[src/rtl/fibo_pkg.sv]
// fibo_pkg: shared definitions for the Fibonacci stream generator.
//   state_t         - control FSM states (IDLE, RUN, FIN)
//   DEF_WIDTH/CNT_W - default term width and term-counter width
//   *_SEED*         - preset seeds for Fibonacci (0,1) and Lucas (2,1)
package fibo_pkg;

  typedef enum logic [1:0] {
    IDLE = 2'd0,
    RUN  = 2'd1,
    FIN  = 2'd2
  } state_t;

  localparam int DEF_WIDTH = 16;
  localparam int DEF_CNT_W = 8;

  localparam int FIB_SEED0 = 0;
  localparam int FIB_SEED1 = 1;
  localparam int LUC_SEED0 = 2;
  localparam int LUC_SEED1 = 1;

endpackage

[src/rtl/fibo_term_pair.sv]
// fibo_term_pair: holds the two most recent terms of the recurrence.
//   i_clk, i_rst      - clock, synchronous active-high reset
//   i_load            - load a/b from the seeds and clear the wrap flags
//   i_adv             - advance one step: a<=b, b<=a+b (mod 2^WIDTH)
//   i_seed0, i_seed1  - seed terms t[0], t[1]
//   o_a, o_wa         - current term and its wrapped flag
// With neither i_load nor i_adv asserted, all state holds.
module fibo_term_pair
  import fibo_pkg::*;
#(
  parameter int WIDTH = DEF_WIDTH
) (
  input  logic             i_clk,
  input  logic             i_rst,
  input  logic             i_load,
  input  logic             i_adv,
  input  logic [WIDTH-1:0] i_seed0,
  input  logic [WIDTH-1:0] i_seed1,
  output logic [WIDTH-1:0] o_a,
  output logic             o_wa
);

  logic [WIDTH-1:0] r_a;
  logic [WIDTH-1:0] r_b;
  logic             r_wa;
  logic             r_wb;
  logic [WIDTH:0]   w_sum;

  // One extra bit captures the carry out of the modulo addition.
  assign w_sum = {1'b0, r_a} + {1'b0, r_b};

  always_ff @(posedge i_clk) begin
    if (i_rst) begin
      r_a  <= '0;
      r_b  <= '0;
      r_wa <= 1'b0;
      r_wb <= 1'b0;
    end else if (i_load) begin
      r_a  <= i_seed0;
      r_b  <= i_seed1;
      r_wa <= 1'b0;
      r_wb <= 1'b0;
    end else if (i_adv) begin
      r_a  <= r_b;
      r_wa <= r_wb;
      r_b  <= w_sum[WIDTH-1:0];
      // Once any ancestor term wrapped, every later term's true value is
      // also out of range, so the flag propagates forward.
      r_wb <= w_sum[WIDTH] | r_wa | r_wb;
    end
  end

  assign o_a  = r_a;
  assign o_wa = r_wa;

endmodule

[src/rtl/fibo_stream_gen.sv]
// fibo_stream_gen: emits COUNT terms of t[i+2]=t[i+1]+t[i] from SEED0/SEED1
// on a valid/ready stream.
//   CLK, RST          - clock, synchronous active-high reset
//   START             - run request, accepted only in IDLE
//   COUNT, SEED0/1    - run length and seeds, sampled on accepted START
//   OUT_DATA/VALID/READY/LAST/WRAP - output term stream
//   BUSY              - run in progress
//   DONE              - one-cycle pulse after the last transfer
//   OVF               - sticky: a wrapped term was transferred this run
//   DBG_STATE         - current FSM state, for observation only
//
// Handshake: a term transfers on a rising edge where OUT_VALID and
// OUT_READY are both 1. While OUT_VALID=1 and OUT_READY=0 the term and all
// of its side-band flags hold; OUT_VALID never drops without a transfer
// (except on RST).
module fibo_stream_gen
  import fibo_pkg::*;
#(
  parameter int WIDTH = DEF_WIDTH,
  parameter int CNT_W = DEF_CNT_W
) (
  input  logic             CLK,
  input  logic             RST,
  input  logic             START,
  input  logic [CNT_W-1:0] COUNT,
  input  logic [WIDTH-1:0] SEED0,
  input  logic [WIDTH-1:0] SEED1,
  output logic [WIDTH-1:0] OUT_DATA,
  output logic             OUT_VALID,
  input  logic             OUT_READY,
  output logic             OUT_LAST,
  output logic             OUT_WRAP,
  output logic             BUSY,
  output logic             DONE,
  output logic             OVF,
  output logic [1:0]       DBG_STATE
);

  state_t           r_state;
  logic [CNT_W-1:0] r_remaining;
  logic             r_ovf;

  logic             w_load;
  logic             w_xfer;
  logic             w_last;
  logic [WIDTH-1:0] w_a;
  logic             w_wa;

  assign w_load = (r_state == IDLE) && START;
  assign w_xfer = (r_state == RUN) && OUT_READY;
  assign w_last = (r_state == RUN) && (r_remaining == CNT_W'(1));

  fibo_term_pair #(
    .WIDTH (WIDTH)
  ) u_pair (
    .i_clk   (CLK),
    .i_rst   (RST),
    .i_load  (w_load),
    .i_adv   (w_xfer),
    .i_seed0 (SEED0),
    .i_seed1 (SEED1),
    .o_a     (w_a),
    .o_wa    (w_wa)
  );

  always_ff @(posedge CLK) begin
    if (RST) begin
      r_state     <= IDLE;
      r_remaining <= '0;
      r_ovf       <= 1'b0;
    end else begin
      case (r_state)
        IDLE: begin
          if (START) begin
            r_remaining <= COUNT;
            r_ovf       <= 1'b0;
            r_state     <= (COUNT == '0) ? FIN : RUN;
          end
        end
        RUN: begin
          if (w_xfer) begin
            // Leaving RUN on the last term keeps remaining from reaching
            // below zero, so it never wraps.
            r_remaining <= r_remaining - CNT_W'(1);
            if (w_wa) r_ovf <= 1'b1;
            if (w_last) r_state <= FIN;
          end
        end
        FIN:     r_state <= IDLE;
        default: r_state <= IDLE;
      endcase
    end
  end

  // Outputs are decodes of registered state only; no input-to-output paths.
  assign OUT_DATA  = w_a;
  assign OUT_WRAP  = w_wa;
  assign OUT_VALID = (r_state == RUN);
  assign OUT_LAST  = w_last;
  assign BUSY      = (r_state == RUN);
  assign DONE      = (r_state == FIN);
  assign OVF       = r_ovf;
  assign DBG_STATE = r_state;

endmodule

[config.mk]
export PLATFORM = sky130hd
export DESIGN_NAME = fibo_stream_gen
export DESIGN_NICKNAME = d
export VERILOG_FILES = /design/src/rtl/fibo_pkg.sv /design/src/rtl/fibo_term_pair.sv /design/src/rtl/fibo_stream_gen.sv
export SDC_FILE = /design/constraint.sdc
export NUM_CORES = 1
export LEC_CHECK = 0
export CAP_MARGIN = 5
export CORE_ASPECT_RATIO = 1.2
export CORE_UTILIZATION = 47
export CTS_BUF_LIST = sky130_fd_sc_hd__clkbuf_2 sky130_fd_sc_hd__clkbuf_4 sky130_fd_sc_hd__clkbuf_8
export DETAILED_ROUTE_END_ITERATION = 6
export PLACE_DENSITY = 0.9
export SETUP_SLACK_MARGIN = 0.15
export SLEW_MARGIN = 20
export SYNTH_ARGS = -nofsm -noshare
export SYNTH_HDL_FRONTEND = slang
export SYNTH_SLANG_ARGS = --single-unit
[constraint.sdc]
create_clock -name CLK -period 2.2 [get_ports CLK]
set_input_delay 0.22 -clock CLK [delete_from_list [all_inputs] [get_ports CLK]]
set_output_delay 0.22 -clock CLK [all_outputs]
set_load 0.02 [all_outputs]
======== After elaboration in Yosys (flattened, before gate mapping) ========
Cells that the tools add are included.
storage, ports and cells
  flip-flop bits (word level) ............. 45
  bits of input ports ..................... 44
  output and inout port bits .............. 24
  word-level logic and storage cells ...... 45
cells by class
  $add $sub $neg .......................... 2
  equal/unequal tests ..................... 7
  multiplexer cells ....................... 16
  bitwise logic cells ..................... 2
  reductions and logical operators ........ 11
operators by type and width
  cell                   number
  $mux W16               4
  $add A16 B16 Y17       1
  $mux W8                2
  $pmux W8 S2            1
  $eq A8 B1 Y1 const B   1
  $logic_not A8 Y1       1
  $mux W2                4
  $sub A8 B1 Y8 const B  1
  $reduce_and A3 Y1      2
  $ne A2 B1 Y1 const B   2
  $ne A2 B2 Y1 const B   2
  $pmux W2 S2            1
  $reduce_and A4 Y1      1
  $reduce_bool A2 Y1     2
  $logic_and A1 B1 Y1    3
  $mux W1                3
  $eq A2 B1 Y1 const B   1
  $eq A2 B2 Y1 const B   1
  $logic_not A2 Y1       1
  $or A1 B1 Y1           2
  $pmux W1 S2            1
  $reduce_or A2 Y1       1

======== Logic depth before layout (Yosys ltp) ========
Gate-level depths: netlist of run 1.
  depth after elaboration ................. 5
  mapped depth ............................ 8
  mapped depth without buffers ............ 8

======== Hierarchy ========
Synthesis of run 1 repeated with hierarchy kept, for this count alone.
second synthesis, totals
  cell total of the unflattened synthesis .. 360
  area total of the unflattened synthesis .. 2,982.9 um2
by module, submodules not included
  module           instances  cells each  area each (um2)
  fibo_term_pair   1          271         2,279.7
  fibo_stream_gen  1          89          703.2

======== Worst setup path after synthesis of run 1 ========
OpenSTA, ideal clock, no wires.
  kind .................................... flip-flop to flip-flop
  from .................................... register u_pair.r_a[6], in the netlist u_pair.o_a[6]
  to ...................................... register u_pair.r_b[11]
  library setup time ...................... 114 ps
  arrival ................................. 2,098 ps
  path slack .............................. -12 ps
  stages on the path, launching flop included .. 8
  buffers on the path ..................... 0
  clock period less this slack ............ 2,212 ps
  path through ............................ dfxtp_1 ha_1 a21o_1 a31o_1 o21ba_1 a311oi_2 xor2_1 a2111oi_0
between the ends
  word-level cells in the longest chain between the ends .. 3
ends and longest elaborated chain
  what                    RTL line              text
  start, declared         fibo_term_pair.sv:23  logic [WIDTH-1:0] r_a;
  start signal, assigned  fibo_term_pair.sv:39  r_a <= i_seed0;
  start signal, assigned  fibo_term_pair.sv:44  r_a <= r_b;
  $add A16 B16 Y17        fibo_term_pair.sv:30  assign w_sum = {1'b0, r_a} + {1'b0, r_b};
  $mux W16                fibo_term_pair.sv:43  end else if (i_adv) begin
  $mux W16                fibo_term_pair.sv:38  end else if (i_load) begin
  end signal, assigned    fibo_term_pair.sv:40  r_b <= i_seed1;
  end signal, assigned    fibo_term_pair.sv:46  r_b <= w_sum[WIDTH-1:0];
  end, declared           fibo_term_pair.sv:24  logic [WIDTH-1:0] r_b;
Every way passes these cells. The select of a mux whose other input is x is not followed.
A chain may end at the register's enable or synchronous reset.

======== Worst setup path in the final report of run 1 ========
  from .................................... register u_pair.r_a[4], in the netlist u_pair.o_a[4]
  to ...................................... register u_pair.r_b[14]
Same word-level chain as after synthesis.

==> reports/qor.yml, run 1 <==
clock_latency_ns: 0.31
remaining_drc_errors: 0
syn2layout_area_growth_pct: 41.12
die_area_sq_um: 6569
async_reset_ff_share_pct: 0
p_seq_share_pct: 37.4
die_w_microns: 74.16
n_antenna_cell: 0
grt_antenna_before_repair: 0
min_path_cells: 3
root_buffer: "clkbuf_8"
synth_cell_types: 53
p_int_w: 0.001730
wl_per_cell_microns: 17.27
io_pins: 68
slew_headroom_pct: 64.82
synth.most_common_cell: "nand2_1"
crit_required_ns: 2.38
vias_per_cell: 6.239
drv_cap: 0
final_layout_size_suffix_gt1_share_pct: 18.00
synth_edf_count: 0
dp_cells: 526
grt.overflow.total: 0
synth_nets: 448
cts_buffer_depth: 2
crit_path_end_kind: "flop"
swShare_pct: 34.50
p_comb_share_pct: 37.1
ant_nets: 0
synth_ff_type: "dfxtp_1"
synth_area_leaders: "dfxtp_1, ha_1, nand2_1"
p_sw_w: 0.0009114
finalMaxSlewViolations: 0
syn_area_sq_um: 2937
syn_area_per_cell_sq_um: 7.627
fin_util_pct: 68.49
fin_crit_sh_pct: 97.16
nNetsFinal: 523
clock-sinks: 45
pwr-share-clk_pct: 25.5
synth_seq_cells: 45
port_buffers: 67
yosys.area.top_type: "dfxtp_1"
hold_violations: 0
cts_tree: "done"
worstSetupStartpointType: "flop"
startpoint: "u_pair.o_a[4]"
grt_first_pass_wirelength_mm: 13.92
setup_viol: 0
r2r_cells: 6
drtPass1Iterations: 6
stdcell_count: 543
fin_setup_tns_ns: 0
hold_start: "SEED1[3]"
synthesis.instances: 385
hpwl_mm: 5.941
cts_max_level: 2
netlist_top_cells_count: "nand2_1, nor2_1, dfxtp_1, a21oi_1, a311oi_1"
grt_start_max_net_pins: 45
synth_top_area_share_pct: 30.68
start_util_pct: 48.53
min_path_type: "input port to flop"
status: "complete, no violations"
cts_buffers: 5
p_leak_nw: 1.634
clk_pin_slew_ns: 0.09
drt_first_iter_violations: 335
synth.yosys.warnings: 0
power.density_nw_per_um2: 637.4
ys_seq_area_share_pct: 30.68
coreArea_sq_um: 6051
ir_worst_vdd_mv: 0.4346
num_vias: 3388
critPathArrivalTime_ns: 2.32
grt_pass1_vias: 3195
fin_crit_ns: 2.138
route.final.wire_length_mm: 9.376
place.gp.congestion: 0.9180
r2r-start: "u_pair.o_a[4]"
grt_setup_unrepaired: "yes"
skew_ns: 0.009200
worstMarginPinSlew_ns: 0.5277
grt_usage_pct: 27.11
critPathKind: "flop to flop"
num_rows: 31
fmax_ghz: 0.4678
die_y_microns: 88.59
crit_fanout: 4
-- registers in the layout (all words and copies together), names as in the netlist --
| signal | count |
|---|---|
| u_pair.o_a | 16 |
| u_pair.r_b | 16 |
| r_remaining | 8 |
| DBG_STATE | 2 |
| OVF | 1 |
| u_pair.o_wa | 1 |
| u_pair.r_wb | 1 |
-- layer usage --
| metal | up-vias | track usage (%) | share of wire (%) |
|---|---|---|---|
| li1 | 1574 | - | - |
| met2 | 203 | 47.44 | 49 |
| met1 | 1557 | 31.42 | 40 |
| met4 | 0 | 14.16 | 4.6 |
| met5 | - | 0 | 0 |
| met3 | 54 | 4.442 | 7.0 |
-- path summary, 6_finish.rpt --
check	end	slack (ns)
setup reg to reg	u_pair.r_b[14]	0.06
setup / recovery	u_pair.r_b[14]	0.06
hold reg to reg	u_pair.r_b[2]	0.49
hold / removal	u_pair.r_b[3]	0.48
-- area by class of cell --
type                            count  area (sq um)
Fill cell                         480          1907
Multi-Input combinational cell    309          2087
Clock buffer                        6         82.58
Timing Repair Buffer               92         888.4
Tap cell                           82         102.6
Clock inverter                      2         37.54
Sequential cell                    45         919.6
Inverter                            7         26.28
-- cell families (layout without fill, tap and decap cells) --
group	after synthesis	in the layout	share of synthesized area (%)
flip-flops	45	45	30.68
multiplexers	2	2	0.6817
adder cells (fa/ha/maj)	19	19	8.351
AO/OA/AOI/OAI	127	127	29.95
buffers and inverters	31	107	4.602
AND/OR/NAND/NOR	153	153	23.35
XOR/XNOR	8	8	2.386
-- power groups by stage --
stage          clock network (W)  registers, W  logic (W)
2_1_floorplan                  0       0.00102   0.000527
3_3_place_gp                   0      0.000991   0.000846
3_5_place_dp                   0      0.000995   0.000870
6_report                0.000673      0.000987   0.000981
4_1_cts                 0.000674      0.000977   0.000897
5_1_grt                 0.000707      0.000999    0.00106
-- placed cells by master, fill, tap and decap left out, types with 5 or more instances in the layout --
master / n
clkdlybuf4s50_1: 65
nand2_1: 59
nor2_1: 45
dfxtp_1: 32
a21oi_1: 28
buf_4: 23
a311oi_1: 19
a211oi_1: 16
o21ai_0: 16
dfxtp_2: 12
ha_1: 9
nor3_1: 8
nand3_1: 8
a21o_1: 8
inv_1: 7
clkbuf_8: 6
xnor2_1: 5
ha_4: 5
-- worst max-delay path, stage by stage, from the launching register on --
cell and delay [ns]:
dfxtp_1 0.33, ha_1 0.39, o21ai_0 0.20, nor2_2 0.32, a311oi_2 0.18, a211oi_1 0.50, nor3_1 0.08
-- timing repair --
action / 4_1_cts / 5_1_grt
resized for setup: 17 / 24
hold buffers: 0 / 0
buffers inserted: 3 / 6
pin swaps: 13 / 5
setup endpoints to repair: 6 / 12
-- per-stage QoR --
stage	hold WS (ns)	area, sq um	setup slack, ns	total power, W
after floorplan	0.3715	2979	0.1549	0.001546
final	0.4789	4144	0.06247	0.002642
after CTS	0.4825	3993	0.1540	0.002549
after global routing	0.4954	4144	-0.05287	0.002766
after detailed placement	0.4745	3800	0.05805	0.001865
after global placement	0.4605	3800	0.09551	0.001836
No activity file was read; power rests on OpenSTA's default activity.
==> inputs of run 2 (changes only) <==
--- a/config.mk
+++ b/config.mk
@@ -6,11 +6,13 @@
 export NUM_CORES = 1
 export LEC_CHECK = 0
 export CAP_MARGIN = 5
+export CELL_PAD_IN_SITES_DETAIL_PLACEMENT = 1
+export CELL_PAD_IN_SITES_GLOBAL_PLACEMENT = 2
 export CORE_ASPECT_RATIO = 1.2
-export CORE_UTILIZATION = 47
+export CORE_UTILIZATION = 26
 export CTS_BUF_LIST = sky130_fd_sc_hd__clkbuf_2 sky130_fd_sc_hd__clkbuf_4 sky130_fd_sc_hd__clkbuf_8
 export DETAILED_ROUTE_END_ITERATION = 6
-export PLACE_DENSITY = 0.9
+export PLACE_DENSITY = 0.88
 export SETUP_SLACK_MARGIN = 0.15
 export SLEW_MARGIN = 20
 export SYNTH_ARGS = -nofsm -noshare
==> run 2 against run 1 <==
Via count decreased by 3.2%. Sequential power is essentially flat. Core utilization shrank 29 points. Total power decreased by 2.4%. Sequential share of layout area shrank 1.1 points. Clock power fell by 18%. Register-to-register slack better by 0.09 ns. Die area increased by 78%. Combinational power grew 6%. Flip-flop and latch count unchanged. Highest routed layer unchanged.
==> reports/qor.yml, run 2 (same netlist as run 1, synthesis figures left out) <==
status: "complete, no violations"
ctsHoldBuffers: 0
p_int_w: 0.001661
grt_antenna_before_repair: 0
die_y_microns: 118.4
vias_per_cell: 5.351
mostFrequentLayoutCells: "clkdlybuf4s50_1, nand2_1, nor2_1"
port_buffers: 67
final_common_cell: "clkdlybuf4s50_1"
clock_latency_ns: 0.31
start_util_pct: 26.61
ant_nets: 0
grt_setup_unrepaired: "yes"
post_dp_cell_area_sq_um: 3950
r2r-start: "u_pair.r_b[0]"
critPathKind: "flop to flop"
whs_ns: 0.4850
wl_met1_mm: 4.382
grt_usage_pct: 17.72
n_antenna_cell: 0
setup_viol: 0
worstMarginPinSlew_ns: 0.5163
swShare_pct: 35.62
p_sw_w: 0.0009188
p_leak_nw: 1.723
num_rows: 42
crit_required_ns: 2.41
fin_crit_sh_pct: 93.17
num_vias: 3280
route.final.wire_length_mm: 10.12
ir_worst_vdd_mv: 0.2506
clk_pin_slew_ns: 0.09
min_path_type: "input port to flop"
place.gp.congestion: 0.8588
finalMaxSlewViolations: 0
power.density_nw_per_um2: 586.3
route.met3.wl_microns: 369
grt_start_max_net_pins: 45
cts_tree: "done"
coreArea_sq_um: 11040
r2r_cells: 8
pwr-share-clk_pct: 21.4
die_w_microns: 99.02
fmax_ghz: 0.4879
skew_ns: 0.01225
grt_first_pass_wirelength_mm: 16.63
nNetsFinal: 544
worstSetupStartpointType: "flop"
p_seq_share_pct: 38.3
drv_cap: 0
crit_end: "u_pair.r_b[12]"
cts_max_level: 2
startpoint: "u_pair.r_b[0]"
met2WireLength_mm: 5.189
fin_util_pct: 39.86
io_pins: 68
die_area_sq_um: 11730
wl_per_cell_microns: 16.51
clock-sinks: 45
maxUsedRoutingLayer: "met4"
remaining_drc_errors: 0
drt_first_iter_violations: 71
fin_area_sq_um: 4399
grt_pass1_vias: 3396
syn2layout_area_growth_pct: 49.81
final_layout_size_suffix_gt1_share_pct: 21.83
cts_buffers: 5
hold_violations: 0
fin_crit_ns: 2.050
r2r_setup_slack_ns: 0.15
total_power_w: 0.002579
crit_fanout: 4
grt.overflow.total: 0
p_comb_share_pct: 40.3
cts_buffer_depth: 2
r2r_end: "u_pair.r_b[12]"
drtPass1Iterations: 4
root_buffer: "clkbuf_8"
critPathArrivalTime_ns: 2.26
hpwl_mm: 7.359
crit_path_end_kind: "flop"
slew_headroom_pct: 65.58
-- run 2: cell types whose count changed in the layout (fill, tap and decap cells not counted), sizes merged --
cell           delta
dlygate4sd2       +2
bufinv            -1
buf              +21
clkdlybuf4s50     -1
dlymetal6s2s      -1
-- run 2: layer usage --
metal	global-route usage (%)	vias up
met5	0	-
met4	4.944	0
met3	3.430	15
met2	32.65	58
met1	20.52	1601
li1	-	1606
-- run 2: final cells by class --
type | instances | area (sq um)
Clock inverter | 1 | 7.507
Inverter | 7 | 26.28
Fill cell | 1308 | 6636
Timing Repair Buffer | 113 | 1057
Clock buffer | 6 | 82.58
Multi-Input combinational cell | 309 | 2133
Tap cell | 132 | 165.2
Sequential cell | 45 | 927.1
-- run 2: how the worst min path moves through the flow --
stage | start | endpoint | slack (ns) | depth (start not counted)
after global placement | u_pair.r_b[2] | u_pair.r_b[2] | 0.46 | 2
after detailed placement | u_pair.r_b[2] | u_pair.r_b[2] | 0.49 | 2
after floorplan | SEED0[10] | u_pair.o_a[10] | 0.37 | 2
after CTS | SEED0[6] | u_pair.o_a[6] | 0.48 | 3
after global routing | SEED0[12] | u_pair.o_a[12] | 0.50 | 3
final | SEED1[3] | u_pair.r_b[3] | 0.49 | 3
-- run 2: what timing repair did --
item                       4_1_cts  5_1_grt
setup buffers                   13        7
gates resized for setup         26       27
pin swaps                       18       17
setup endpoints to repair       11       13
hold endpoints to repair         0        0
-- run 2: power groups by stage --
| stage | Combinational (W) | Clock, W | Sequential [W] |
|---|---|---|---|
| after floorplan | 0.000527 | 0 | 0.00102 |
| after global placement | 0.000905 | 0 | 0.000990 |
| after detailed placement | 0.000925 | 0 | 0.000998 |
| after CTS | 0.000992 | 0.000578 | 0.000986 |
| after global routing | 0.00115 | 0.000601 | 0.00100 |
| final | 0.00104 | 0.000551 | 0.000988 |
-- run 2: through the flow --
stage               TNS (ns)  std cells  setup slack (ns)
global placement           0        586           0.04713
detailed placement  -0.01567        586          -0.01270
floorplan                  0        385            0.1549
finish                     0        613            0.1502
global route               0        613           0.05477
CTS                        0        606           0.09915
-- run 2: critical path: stages (launching register included) --
cell and delay (ns):
dfxtp_2 0.35, ha_4 0.16, fa_2 0.37, a211oi_4 0.29
nor2_2 0.11, a32oi_2 0.22, nand2_1 0.11, xnor2_1 0.14
a211oi_1 0.21
